## src/rtl/dma_bus_arbiter.sv

```systemverilog
// CPU-side bus arbiter answering the DMA controller's BR/BG handshake.
// Optional watchdog on grant length: define BUS_WATCHDOG_EN.
module dma_bus_arbiter #(
    parameter int MAX_GRANT = 64,
    parameter int CNT_WIDTH = 16
) (
    input  logic                 clk,
    input  logic                 reset_n,
    input  logic                 BR,
    input  logic                 cpu_mem_req,
    input  logic                 cpu_mem_done,
    input  logic                 dma_end_interrupt,
    input  logic                 irq_ack,
    output logic                 BG,
    output logic                 cpu_stall,
    output logic                 bus_owner,
    output logic                 irq_dma,
    output logic [CNT_WIDTH-1:0] grant_count,
    output logic                 bus_error
);

    typedef enum logic [1:0] {
        IDLE,
        DRAIN,
        GRANT,
        RELEASE
    } state_t;

    state_t state_q;
    state_t state_d;
    logic   wd_timeout;
    logic   wd_block;

`ifdef BUS_WATCHDOG_EN
    localparam int WD_W = $clog2(MAX_GRANT + 1);

    logic [WD_W-1:0] wd_cnt;
    logic            err_q;

    // wd_cnt holds GRANT cycles already completed, so the limit hits
    // on the MAX_GRANT-th cycle in GRANT
    assign wd_timeout = (state_q == GRANT) && BR &&
                        (wd_cnt == WD_W'(MAX_GRANT - 1));
    assign wd_block   = err_q;
    assign bus_error  = err_q;

    always_ff @(posedge clk or negedge reset_n) begin
        if (!reset_n) begin
            wd_cnt <= '0;
            err_q  <= 1'b0;
        end else begin
            if (state_q != GRANT)
                wd_cnt <= '0;
            else
                wd_cnt <= wd_cnt + WD_W'(1);
            if (wd_timeout)
                err_q <= 1'b1;
        end
    end
`else
    assign wd_timeout = 1'b0;
    assign wd_block   = 1'b0;
    assign bus_error  = 1'b0;
`endif

    always_ff @(posedge clk or negedge reset_n) begin
        if (!reset_n)
            state_q <= IDLE;
        else
            state_q <= state_d;
    end

    always_comb begin
        state_d = state_q;
        unique case (state_q)
            IDLE: begin
                if (BR && !wd_block)
                    state_d = cpu_mem_req ? DRAIN : GRANT;
            end
            DRAIN: begin
                if (!BR)
                    state_d = IDLE;
                else if (cpu_mem_done)
                    state_d = GRANT;
            end
            GRANT: begin
                if (!BR || wd_timeout)
                    state_d = RELEASE;
            end
            RELEASE: state_d = IDLE;
            default: state_d = IDLE;
        endcase
    end

    assign BG        = (state_q == GRANT);
    assign bus_owner = (state_q == GRANT) || (state_q == RELEASE);
    assign cpu_stall = (state_q != IDLE);

    always_ff @(posedge clk or negedge reset_n) begin
        if (!reset_n) begin
            grant_count <= '0;
            irq_dma     <= 1'b0;
        end else begin
            if (state_q == RELEASE)
                grant_count <= grant_count + CNT_WIDTH'(1);
            // a new end pulse outranks a simultaneous acknowledge
            if (dma_end_interrupt)
                irq_dma <= 1'b1;
            else if (irq_ack)
                irq_dma <= 1'b0;
        end
    end

endmodule

```

## config.mk

```make
export PLATFORM = sky130hd
export DESIGN_NAME = dma_bus_arbiter
export DESIGN_NICKNAME = d
export VERILOG_FILES = /design/src/rtl/dma_bus_arbiter.sv
export SDC_FILE = /design/constraint.sdc
export NUM_CORES = 1
export LEC_CHECK = 0
export BUFFER_PORTS_ARGS = -buffer_cell sky130_fd_sc_hd__buf_2
export CORE_AREA = 2 2 64 66
export CTS_BUF_LIST = sky130_fd_sc_hd__clkbuf_4 sky130_fd_sc_hd__clkbuf_8 sky130_fd_sc_hd__clkbuf_16
export DETAILED_ROUTE_END_ITERATION = 16
export DIE_AREA = 0 0 66 68
export PLACE_DENSITY_LB_ADDON = 0.2
export SYNTH_ARGS = -nofsm -noshare
export SYNTH_HDL_FRONTEND = slang
export SYNTH_SLANG_ARGS = --single-unit
```

## constraint.sdc

```tcl
create_clock -name clk -period 1.2 [get_ports clk]
set_input_delay 0.24 -clock clk [delete_from_list [all_inputs] [get_ports clk]]
set_output_delay 0.24 -clock clk [all_outputs]
set_load 0.03 [all_outputs]
```

==> impl_metrics.ini <==
[synth]
synth-edff-count = 0
synth_top_area_cell = dfrtp_1
synth_area_um2 = 917
dominantRegCellSynth = dfrtp_1
syn_avg_cell_area_um2 = 12.1
yosys-top-cells-area = dfrtp_1 52%, xor2_1 7.6%, xnor2_1 6.7%, nand3_1 2.7%, nand4_2 2.7%
postSynthRegisterBits = 19
post_synth_inst_count = 76
synth_cell_type_count = 30
yosysMostFrequentCell = dfrtp_1
synth_top_cells_by_count = 19 x dfrtp_1, 8 x xor2_1, 7 x xnor2_1
syn_nets = 84
synth-async-reset-ratio_pct = 100
fraction_of_the_yosys_area_taken_by_sequential_cells_pct = 51.8
yosys_warnings = 0
synth_top_area_share_pct = 51.8

[clocking]
clock_latency_ps = 250
cts_inserted_buffers = 3
cts.sinks = 19
cts_tree = done
worst_setup_hold_path_clk_slew_ps = 70
cts.path.max_buffers = 2
clk_root_buffer_cell = clkbuf_8
ctsHtreeMaxLevel = 1

[routing]
vias_per_cell = 4.12
detail_route.wl_per_cell_um = 10.8
dr_total_vias = 804
post-route-drc-count = 0
first_pass_iteration_count_of_the_detailed_router = 3
drtIter0Drc = 5
count_of_nets_left_with_antenna_violations_after_detail_routing = 0
routed_wl_um = 2110

[cells_and_area]
final_net_count = 154
antenna_cells = 0
postLayoutCellArea_um2 = 1750
post_route_cells_drive_above_1_share_pct = 71.7
multiInputGateArea_um2 = 520
areaGrowthSynthToFinish_pct = 91.0
layout.filler_cells = 377
final-seq-area_um2 = 490

[placement]
buffer_ports.inserted = 26
place.detailed.hpwl_um = 1470
place.gp.congestion = 0.707
post_dp_cell_area_um2 = 1280

[floorplanning]
initial_core_utilization_pct = 23.8
die_w_um = 66
die_area_um2 = 4490
row_count = 23
die_height_um = 68
fp.coreArea_um2 = 3860
design.portCount = 28

[grt]
first_global_vias = 770
grt_start_max_net_pins = 20
grt_first_pass_wirelength_um = 3460
sum_of_overflow_across_all_layers_after_global_routing = 0
grt_usage_pct = 9.99
initial_antenna_violation_count = 0

[timing]
fin_hold_ws_ps = 172
post-route-min-period_ps = 1410
final-setup-viol-count = 16
max_freq_mhz = 707
hold_violations = 0
final_max_slew_viol_count = 0
post-route-worst-setup-slack_ps = -214
fin_crit_sh_pct = 118
clock-skew-final_ps = 1.23
rsz0062_at_grt = true

[critical_path]
cp.arrival_ps = 1170
crit_path_start_kind = register
worstPathMaxFanout = 4
crit_type = register to output pin
crit_required_ps = 960
timing.critical_path.slowest_stage_cell = dfrtp_1
critPathCaptureType = output pin
critical-path-top-cell-by-count = buf_6
critPathMaxStageDelay_ps = 400
crit_chain = buf_6 > or2_4 > buf_6

[status]
violations = negative setup slack
status = finished with violations

[power_and_ir_drop]
p_total_uw = 3120
power-per-cell-area_nw_per_um2 = 1780
total_leakage_power_uw = 0.000896
power.ir.vdd_worst_mv = 1.48

[job]
cap_violations = 0

[worst_hold_path]
min_path_type = input port to register
[worst max-delay path: cells and delay by family, from the launching register on]
kind	cells	cell delay (ps)
simple gates	1	240
flops	1	400
buf+inv	2	280
[placed cells by master (no fill, tap or decap), drive strengths merged]
cell	n
buf	67
dfrtp	19
xor2	8
xnor2	7
nand3	7
nand2	4
nor2	4
inv	3
nand4	3
clkbuf	3
o21ai	2
nor3	2
and3	2
nor2b	1
or2	1
mux2	1
a21o	1
o211ai	1
nand2b	1
nor4	1
a21oi	1
nand4b	1
and4	1
ha	1
conb	1
clkinv	1
dlygate4sd3	1
[state kept, by name, indices dropped and copies added (netlist names)]
signal and cells:
grant_count 16, state_q 2, irq_dma 1
[report_power, final]
part / internal, uW / total (uW) / switching (uW)
clock network: 231 / 446 / 215
logic: 970 / 1730 / 758
registers: 777 / 950 / 173
[worst paths after layout]
kind	from	endpoint	slack, ps	cells past startpoint
worst max-delay path	state_q[0]$_DFFE_PN0P_	cpu_stall	-210	3
worst min-delay path	dma_end_interrupt	irq_dma$_DFFE_PN0P_	170	2
worst max register to register	state_q[1]$_DFFE_PN0P_	grant_count[12]$_DFFE_PN0N_	-170	6
worst min register to register	grant_count[15]$_DFFE_PN0N_	grant_count[15]$_DFFE_PN0N_	480	1
max in group asynchronous	reset_n	grant_count[7]$_DFFE_PN0N_	430	2
min in group asynchronous	reset_n	irq_dma$_DFFE_PN0P_	450	2
[timing repair]
action	in CTS	in global routing
resized for setup	55	15
hold buffers	1	0
hold endpoints to repair	19	0
setup endpoints to repair	24	29
buffers inserted	10	13
pin swaps	6	12
[per-stage QoR]
| stage | TNS (ps) | utilization [%] | instances | setup WS (ps) |
|---|---|---|---|---|
| 2_1_floorplan | -583 | - | 76 | -159 |
| 3_3_place_gp | -286 | 33.3 | 169 | -70.0 |
| 3_5_place_dp | -529 | 33.3 | 169 | -89.6 |
| 4_1_cts | -1020 | 41.7 | 184 | -185 |
| 5_1_grt | -2680 | 45.4 | 195 | -250 |
| 6_report | -1440 | 45.4 | 195 | -214 |
[routing by layer]
metal / up-vias / wire, um / global-route usage (%)
met5: - / 0 / 0
met4: 0 / 0 / 1.53
met1: 391 / 840 / 11.9
met3: 0 / 132 / 3.95
li1: 391 / - / -
met2: 22 / 1140 / 17.4
[area by class of cell]
class / instances / area share [%]
timing repair buffer: 68 / 35.4
multi-input combinational: 51 / 29.7
sequential: 19 / 28.0
tap: 50 / 3.57
clock buffer: 3 / 2.36
inverter: 3 / 0.643
clock inverter: 1 / 0.286
[cells by family (layout without fill, tap and decap cells)]
kind of cell | after synthesis | after routing | share of synthesized area (%)
compound gates | 5 | 5 | 3.27
mux | 1 | 1 | 1.23
xor+xnor | 15 | 15 | 14.3
simple gates | 28 | 28 | 24.6
buf+inv | 6 | 75 | 3.00
flops | 19 | 19 | 51.8
fa+ha+maj | 1 | 1 | 1.36
other cells | 1 | 1 | 0.409
No activity file was read; power rests on OpenSTA's default activity.
